File: src/rtl/regfile_scan_reader.sv
// regfile_scan_reader
//
// Sequential read-out engine for the CPU register file. A start pulse walks
// register indices 0..REG_FILE_SIZE-1 through the register file read port,
// snapshots each word and emits the words in order on a valid/ready stream.
// Used for debug dumps and context save. Only the read side of the register
// file is touched: the read index goes out, the combinational data comes back.
//
// Optional feature macro: REGFILE_SCAN_CHECKSUM_EN
//   When defined, a 32-bit XOR of every captured word is appended to the
//   stream as an extra word with out_idx_o = REG_FILE_SIZE. That checksum
//   word is the one that carries out_last_o.
//
// Ports
//   clk_i          clock, all state updates on the rising edge
//   rst_i          synchronous active-high reset
//   start_i        begin a scan (sampled only while idle)
//   busy_o         scan in progress (READ/HOLD/CSUM/DONE)
//   done_o         one-cycle pulse the cycle after the final word is accepted
//   rd_reg_num_o   read index to the register file (internal index counter)
//   read_data_i    combinational read data from the register file
//   out_valid_o    stream word available
//   out_ready_i    consumer accepts when out_valid_o && out_ready_i
//   out_data_o     captured register word (or checksum)
//   out_idx_o      index of the word in out_data_o
//   out_last_o     marks the final word of the scan

module regfile_scan_reader #(
    parameter int REG_FILE_SIZE = 32
) (
    input  logic        clk_i,
    input  logic        rst_i,
    input  logic        start_i,
    output logic        busy_o,
    output logic        done_o,
    output logic [5:0]  rd_reg_num_o,
    input  logic [31:0] read_data_i,
    output logic        out_valid_o,
    input  logic        out_ready_i,
    output logic [31:0] out_data_o,
    output logic [5:0]  out_idx_o,
    output logic        out_last_o
);

    localparam logic [5:0] LAST_IDX = 6'(REG_FILE_SIZE - 1);

    typedef enum logic [2:0] {
        IDLE,
        READ,
        HOLD,
`ifdef REGFILE_SCAN_CHECKSUM_EN
        CSUM,
`endif
        DONE
    } state_e;

    state_e      state_q, state_d;
    logic [5:0]  idx_q, idx_d;
    logic        busy_q, busy_d;
    logic [31:0] out_data_q, out_data_d;
    logic [5:0]  out_idx_q, out_idx_d;
    logic        handshake;

`ifdef REGFILE_SCAN_CHECKSUM_EN
    localparam logic [5:0] CSUM_IDX = 6'(REG_FILE_SIZE);
    logic [31:0] acc_q, acc_d;
`endif

    assign handshake = (state_q == HOLD) && out_ready_i;

    // Next-state and datapath update. Every register holds by default; the
    // READ cycle is the only place a register-file word is sampled, which
    // gives snapshot semantics: a write landing on that same edge is not seen.
    always_comb begin
        state_d    = state_q;
        idx_d      = idx_q;
        busy_d     = busy_q;
        out_data_d = out_data_q;
        out_idx_d  = out_idx_q;
`ifdef REGFILE_SCAN_CHECKSUM_EN
        acc_d      = acc_q;
`endif

        case (state_q)
            IDLE: begin
                if (start_i) begin
                    state_d = READ;
                    idx_d   = 6'd0;
                    busy_d  = 1'b1;
`ifdef REGFILE_SCAN_CHECKSUM_EN
                    acc_d   = 32'd0;
`endif
                end
            end

            READ: begin
                out_data_d = read_data_i;
                out_idx_d  = idx_q;
`ifdef REGFILE_SCAN_CHECKSUM_EN
                acc_d      = acc_q ^ read_data_i;
`endif
                state_d    = HOLD;
            end

            HOLD: begin
                if (handshake) begin
`ifdef REGFILE_SCAN_CHECKSUM_EN
                    // The checksum word reuses HOLD; idx_q still sits on the
                    // last register, so test for the checksum word first.
                    if (out_idx_q == CSUM_IDX) begin
                        state_d = DONE;
                    end else if (idx_q == LAST_IDX) begin
                        state_d = CSUM;
                    end else begin
                        idx_d   = idx_q + 6'd1;
                        state_d = READ;
                    end
`else
                    if (idx_q == LAST_IDX) begin
                        state_d = DONE;
                    end else begin
                        idx_d   = idx_q + 6'd1;
                        state_d = READ;
                    end
`endif
                end
            end

`ifdef REGFILE_SCAN_CHECKSUM_EN
            CSUM: begin
                out_data_d = acc_q;
                out_idx_d  = CSUM_IDX;
                state_d    = HOLD;
            end
`endif

            DONE: begin
                // Return the read index to 0 so it reads 0 throughout IDLE.
                busy_d  = 1'b0;
                idx_d   = 6'd0;
                state_d = IDLE;
            end

            default: begin
                state_d = IDLE;
            end
        endcase
    end

    // State register with synchronous reset; reset abandons any scan in
    // flight without a done pulse.
    always_ff @(posedge clk_i) begin
        if (rst_i) begin
            state_q    <= IDLE;
            idx_q      <= 6'd0;
            busy_q     <= 1'b0;
            out_data_q <= 32'd0;
            out_idx_q  <= 6'd0;
`ifdef REGFILE_SCAN_CHECKSUM_EN
            acc_q      <= 32'd0;
`endif
        end else begin
            state_q    <= state_d;
            idx_q      <= idx_d;
            busy_q     <= busy_d;
            out_data_q <= out_data_d;
            out_idx_q  <= out_idx_d;
`ifdef REGFILE_SCAN_CHECKSUM_EN
            acc_q      <= acc_d;
`endif
        end
    end

    assign busy_o       = busy_q;
    assign done_o       = (state_q == DONE);
    assign rd_reg_num_o = idx_q;
    assign out_valid_o  = (state_q == HOLD);
    assign out_data_o   = out_data_q;
    assign out_idx_o    = out_idx_q;

    // With the checksum enabled only the checksum word is marked last.
`ifdef REGFILE_SCAN_CHECKSUM_EN
    assign out_last_o = (out_idx_q == CSUM_IDX);
`else
    assign out_last_o = (out_idx_q == LAST_IDX);
`endif

endmodule

File: config.mk
export PLATFORM = sky130hd
export DESIGN_NAME = regfile_scan_reader
export DESIGN_NICKNAME = d
export VERILOG_FILES = /design/src/rtl/regfile_scan_reader.sv
export SDC_FILE = /design/constraint.sdc
export NUM_CORES = 1
export LEC_CHECK = 0
export BUFFER_PORTS_ARGS = -buffer_cell sky130_fd_sc_hd__buf_2
export CAP_MARGIN = 0
export CORE_UTILIZATION = 51
export CTS_BUF_LIST = sky130_fd_sc_hd__clkbuf_4 sky130_fd_sc_hd__clkbuf_8
export DETAILED_ROUTE_END_ITERATION = 8
export GPL_TIMING_DRIVEN = 0
export PLACE_DENSITY = 0.85
export SLEW_MARGIN = 10
export SYNTH_ARGS = -nofsm -noshare
export SYNTH_HDL_FRONTEND = slang
export SYNTH_SLANG_ARGS = --single-unit
export TNS_END_PERCENT = 20
File: constraint.sdc
create_clock -name clk_i -period 3 [get_ports clk_i]
set_input_delay 0.9 -clock clk_i [delete_from_list [all_inputs] [get_ports clk_i]]
set_output_delay 0.9 -clock clk_i [all_outputs]
set_load 0.05 [all_outputs]
==> results.toml, run 1 <==
[run_status]
status = "finished clean"

[finish]
nFillCells = 320
multiInputGateArea_um2 = 773
diodes = 0
register_area_um2 = 941
syn_to_final_growth_pct = 30.3
layout.cells.most_common_list = "88 x buf_2, 79 x nand2_1, 47 x dfxtp_1"
fin_util_pct = 69.8
nets = 351
drive_gt1_share_pct = 32.4
final_common_cell = "buf_2"

[power_and_ir_drop]
leakagePower_nw = 1.09
peakVddDrop_mv = 0.424
powerDensity_nw_per_um2 = 520

[routing]
wl_per_cell_um = 11.2
drtIter0Drc = 73
first_pass_iters = 4
final_antenna_net_count = 0
drt-total-wl_um = 4050
drc = 0
num_vias = 1781
avgViaCountPerCell = 4.93

[clock_network]
ctsHoldBuffers = 0
cts-root-buf = "clkbuf_4"
clk_pin_slew_ns = 0.13
cts.sinks = 47
clk_latency_ns = 0.35
clockBufferDepth = 2
cts_max_level = 2
cts_tree = "yes"
cts-buffers-inserted = 5
cts_resized = 0
post_cts_buffers = 0

[place]
portBuffers = 83
gp_congestion = 0.737
hpwlAfterDp_um = 3010

[sta]
setup_viol = 0
hold_slack_ns = 0.460
rsz0062_at_grt = "no"
drv_slew = 0
slew_headroom_pct = 68.8
fmax_ghz = 0.421
worstMarginPinSlew_ns = 0.467
fin_crit_sh_pct = 79.2
fin_crit_ns = 2.38
clock_skew_ns = 0.00476
setup_tns_ns = 0
hold_violations = 0

[floorplan]
coreArea_um2 = 3360
ios = 84
start_util_pct = 53.5
die_y_um = 61.4
die_area_um2 = 3770
dieWidth_um = 61.4
rows = 21

[synth]
ys_warn_count = 0
ys_seq_area_share_pct = 52.3
syn-mean-instance-area_um2 = 8.04
synth.distinct_cells = 31
synth_seq_cells = 47
synth_nets = 261
synth_cells = 224
synth.cell_area_um2 = 1800

[global_routing]
gr-total-overflow = 0
grtUsageTotal_pct = 21.6
grt_pass1_wl_um = 5920
grt_max_degree = 15
antenna_found_initial = 0
grt_pass1_vias = 1402

[run]
maxCapViolations = 0

[worst_setup_path]
worstSetupPathType = "reg2out"
critical_path_arrival_ns = 1.48
startpoint_type = "register"
crit_fanout = 8
crit_required_ns = 2.10
cp-end-kind = "output port"

[hold_path]
hp-class = "reg2reg"
[logic make-up (layout without fill, tap and decap cells)]
| family | count (synthesis) | after routing | share of synthesized area (%) |
|---|---|---|---|
| multiplexers | 1 | 1 | 0.556 |
| buffers and inverters | 21 | 112 | 4.79 |
| AND/OR/NAND/NOR | 98 | 98 | 24.0 |
| flip-flops | 47 | 47 | 52.3 |
| AO/OA/AOI/OAI | 56 | 56 | 17.7 |
| adder cells (fa/ha/maj) | 1 | 1 | 0.695 |
[stage by stage]
step	total power, mW	cells	worst slack [ns]	instance area, um^2
final	1.22	361	0.625	2350
after global routing	1.28	361	0.512	2350
after CTS	1.23	361	0.628	2350
after detailed placement	0.904	353	0.922	2270
after global placement	0.900	353	0.959	2270
after floorplan	0.837	224	0.121	1800
[Yosys cell counts (all sizes together)]
cell type   n  area (um^2)
o22ai       1         6.26
o32ai       1         8.76
or3         1         11.3
nand4       3         18.8
nand4b      1         23.8
and4        1         8.76
inv         6         22.5
o211ai      1         7.51
o2111a      1         11.3
nand2b      3         18.8
nor3b       1         7.51
nand3       1         5.00
and2b       1         8.76
a21oi      44          220
mux2i       1         10.0
a31o        1         8.76
nor2        3         11.3
nand2      79          297
o41ai       1         8.76
nor3        3         15.0
clkinv      1         3.75
a31oi       1         6.26
o21ai       1         8.76
nor2b       1         6.26
o2111ai     2         17.5
o31ai       2         15.0
ha          1         12.5
buf         5         25.0
clkbuf      9         35.0
dfxtp      47          941
[worst paths after layout]
path | from | endpoint | slack (ns) | depth (start not counted)
min reg2reg | out_data_o[18]$_SDFFE_PP0N_ | out_data_o[18]$_SDFFE_PP0N_ | 0.46 | 2
max | state_q[1]$_SDFFE_PP0P_ | out_valid_o | 0.62 | 4
min | out_data_o[18]$_SDFFE_PP0N_ | out_data_o[18]$_SDFFE_PP0N_ | 0.46 | 2
max reg2reg | rd_reg_num_o[0]$_SDFFE_PP0P_ | rd_reg_num_o[5]$_SDFFE_PP0P_ | 1.49 | 5
[critical path, stage by stage (launching register included)]
cell,delay [ns]
dfxtp_1,0.32
clkbuf_2,0.15
nand2b_1,0.15
clkinv_1,0.22
buf_2,0.28
[per-layer routing]
metal	GRT usage [%]	vias up	share of wire, %
li1	-	931	-
met1	27.0	790	45
met2	35.1	58	48
met3	7.14	2	7.1
met4	7.62	0	0.52
met5	0	-	0
[sequential cells by signal, indices dropped and copies added, names as in the netlist]
| name | count |
|---|---|
| out_idx_o | 6 |
| busy_o | 1 |
| rd_reg_num_o | 6 |
| state_q | 2 |
| out_data_o | 32 |
[layout make-up]
type	count	area share (%)
inverter	7	1.12
timing repair buffer	83	17.7
clock inverter	1	0.320
multi-input combinational	156	33.0
clock buffer	7	2.77
sequential	47	40.1
tap	46	2.45
buffer	14	2.56
[where the power goes]
part / switching (mW) / internal [mW] / total [mW] / leakage (nW)
Clock: 0.194 / 0.137 / 0.331 / 0.0375
Combinational: 0.165 / 0.0615 / 0.227 / 0.669
Sequential: 0.0127 / 0.650 / 0.663 / 0.382
Total: 0.372 / 0.849 / 1.22 / 1.09
Power figures use the tool's default switching activity.
==> run 2, diff against run 1 <==
--- a/config.mk
+++ b/config.mk
@@ -5,13 +5,14 @@
 export SDC_FILE = /design/constraint.sdc
 export NUM_CORES = 1
 export LEC_CHECK = 0
+export ABC_AREA = 1
 export BUFFER_PORTS_ARGS = -buffer_cell sky130_fd_sc_hd__buf_2
 export CAP_MARGIN = 0
-export CORE_UTILIZATION = 51
+export CORE_UTILIZATION = 48
 export CTS_BUF_LIST = sky130_fd_sc_hd__clkbuf_4 sky130_fd_sc_hd__clkbuf_8
 export DETAILED_ROUTE_END_ITERATION = 8
 export GPL_TIMING_DRIVEN = 0
-export PLACE_DENSITY = 0.85
+export PLACE_DENSITY = 0.81
 export SLEW_MARGIN = 10
 export SYNTH_ARGS = -nofsm -noshare
 export SYNTH_HDL_FRONTEND = slang
==> constraint.sdc (replaced) <==
create_clock -name clk_i -period 2.2 [get_ports clk_i]
set_input_delay 0.66 -clock clk_i [delete_from_list [all_inputs] [get_ports clk_i]]
set_output_delay 0.66 -clock clk_i [all_outputs]
set_load 0.05 [all_outputs]
==> run 2 against run 1 <==
Clock skew rose by 0.0021 ns. Largest cell class unchanged. Largest power group unchanged. First-iteration DRC count rose by 47%. Clock-buffer cell count fell by 1. Synthesized area rose by 1.0%.
==> results.toml, run 2 <==
[floorplan]
dieWidth_um = 63.6
rows = 22
ios = 84
coreArea_um2 = 3660
die_area_um2 = 4040
die_y_um = 63.6
start_util_pct = 49.7

[clock_network]
clockBufferDepth = 2
cts_resized = 0
cts.sinks = 47
cts-buffers-inserted = 5
clk_latency_ns = 0.30
cts_tree = "yes"
clk_pin_slew_ns = 0.08
cts-root-buf = "clkbuf_8"
cts_max_level = 2
post_cts_buffers = 0
ctsHoldBuffers = 0

[power_and_ir_drop]
leakagePower_nw = 1.20
total_power_mw = 2.25
powerDensity_nw_per_um2 = 940
peakVddDrop_mv = 0.455

[finish]
largest_reg_flops = 32
final_common_cell = "buf_2"
layout.cells.most_common_list = "90 x buf_2, 78 x nor2_1, 47 x dfxtp_1"
syn_to_final_growth_pct = 31.8
drive_gt1_share_pct = 33.6
nFillCells = 346
register_area_um2 = 941
diodes = 0
nets = 369
multiInputGateArea_um2 = 753

[global_routing]
met1_usage_pct = 28.3
antenna_found_initial = 0
grt_pass1_wl_um = 6990
busiest_layer = "met2"
gr-total-overflow = 0
grtUsageTotal_pct = 22.1
grt_pass1_vias = 1602
met2_usage_pct = 35.1
grt_max_degree = 16
use_met3_pct = 4.71

[worst_setup_path]
worstSetupPathType = "reg2out"
startpoint_type = "register"
cp-end-kind = "output port"
crit_fanout = 6
crit_required_ns = 1.54
critical_path_arrival_ns = 1.23

[sta]
slew_headroom_pct = 74.4
fmax_ghz = 0.530
worstMarginPinSlew_ns = 0.384
setup_viol = 0
setup_tns_ns = 0
rsz0062_at_grt = "no"
drv_slew = 0
hold_violations = 0
clock_skew_ns = 0.00681
fin_crit_sh_pct = 85.8
fin_crit_ns = 1.89

[routing]
first_pass_iters = 4
avgViaCountPerCell = 4.87
final_antenna_net_count = 0
wl_per_cell_um = 10.8
drc = 0
drtIter0Drc = 107
num_vias = 1855
drt-total-wl_um = 4130

[synth]
synth_compound_area_share_pct = 14.1
synth_most_common_cell = "nor2_1"
yosys.area_share.adder_pct = 0.688
synth_cells = 242
muxShareOfSynthArea_pct = 0
ys_warn_count = 0
syn-mean-instance-area_um2 = 7.52
synth_area_leader_cell = "dfxtp_1"
async_flop_share_pct = 0
synth_edf_count = 0
ys.flop_type = "dfxtp_1"
yosys.area_share.xor_xnor_pct = 0
synth.cell_area_um2 = 1820
yosys-top-cells-area = "dfxtp_1 52%, nor2_1 16%, o21ai_0 11%, nand2_1 3.9%, inv_1 2.7%"
synth_nets = 279
synth_seq_cells = 47
synth.distinct_cells = 21
synth_top_family_by_area = "simple AND/OR/NAND/NOR gates"
synth_common_cells = "78 x nor2_1, 47 x dfxtp_1, 40 x o21ai_0"
synth_top_area_share_pct = 51.7
yosys.area_share.simple_pct = 26.3
ys_seq_area_share_pct = 51.7

[place]
portBuffers = 83
gp_congestion = 0.872
hpwlAfterDp_um = 3050

[hold_path]
hp-class = "reg2reg"

[run]
maxCapViolations = 0

[run_status]
status = "finished clean"
==> run 2: report_power, final <==
part	switching, mW	total (mW)	internal, mW
registers	0.0574	1.00	0.944
clock network	0.285	0.541	0.256
logic	0.530	0.712	0.182
==> run 2: cell type report <==
type / instances / share of cell area (%)
flip-flops and latches: 47 / 39.2
plain buffers: 12 / 2.92
multi-input cells: 167 / 31.4
clock buffers: 6 / 3.44
clock inverters: 2 / 0.678
repair buffers: 83 / 17.3
well taps: 48 / 2.50
inverters: 16 / 2.50
==> run 2: final timing paths <==
check | from | end | slack (ns) | depth (start not counted)
worst max-delay path | state_q[1]$_SDFFE_PP0P_ | out_valid_o | 0.31 | 3
worst min-delay path | busy_o$_SDFFE_PP0P_ | busy_o$_SDFFE_PP0P_ | 0.48 | 2
worst max register to register | rd_reg_num_o[0]$_SDFFE_PP0P_ | rd_reg_num_o[1]$_SDFFE_PP0P_ | 0.75 | 8
worst min register to register | busy_o$_SDFFE_PP0P_ | busy_o$_SDFFE_PP0P_ | 0.48 | 2
==> run 2: cells by family (layout without fill, tap and decap cells) <==
group | Yosys count | in the layout
AO/OA/AOI/OAI | 51 | 51
adder cells (fa/ha/maj) | 1 | 1
buffers and inverters | 28 | 119
flip-flops | 47 | 47
AND/OR/NAND/NOR | 115 | 115
==> run 2: per-layer routing <==
layer,up-vias,share of wire [%]
met5,-,0
met4,0,1.7
met3,7,6.2
met2,69,47
met1,831,45
li1,948,-
==> run 2: critical path, cell delays in order, from the launching register on <==
cell	delay [ns]
dfxtp_1	0.42
nand2_2	0.14
inv_1	0.11
buf_2	0.26
==> run 2: stage by stage <==
step	worst slack [ns]	instances	hold WS (ns)	util (%)	instance area, um^2
after detailed placement	0.585	373	0.462	62.8	2300
after floorplan	0.0981	242	0.500	-	1820
final	0.313	381	0.480	65.5	2400
after global routing	0.250	381	0.504	65.5	2400
after CTS	0.319	381	0.477	65.5	2400
after global placement	0.604	373	0.451	62.8	2300
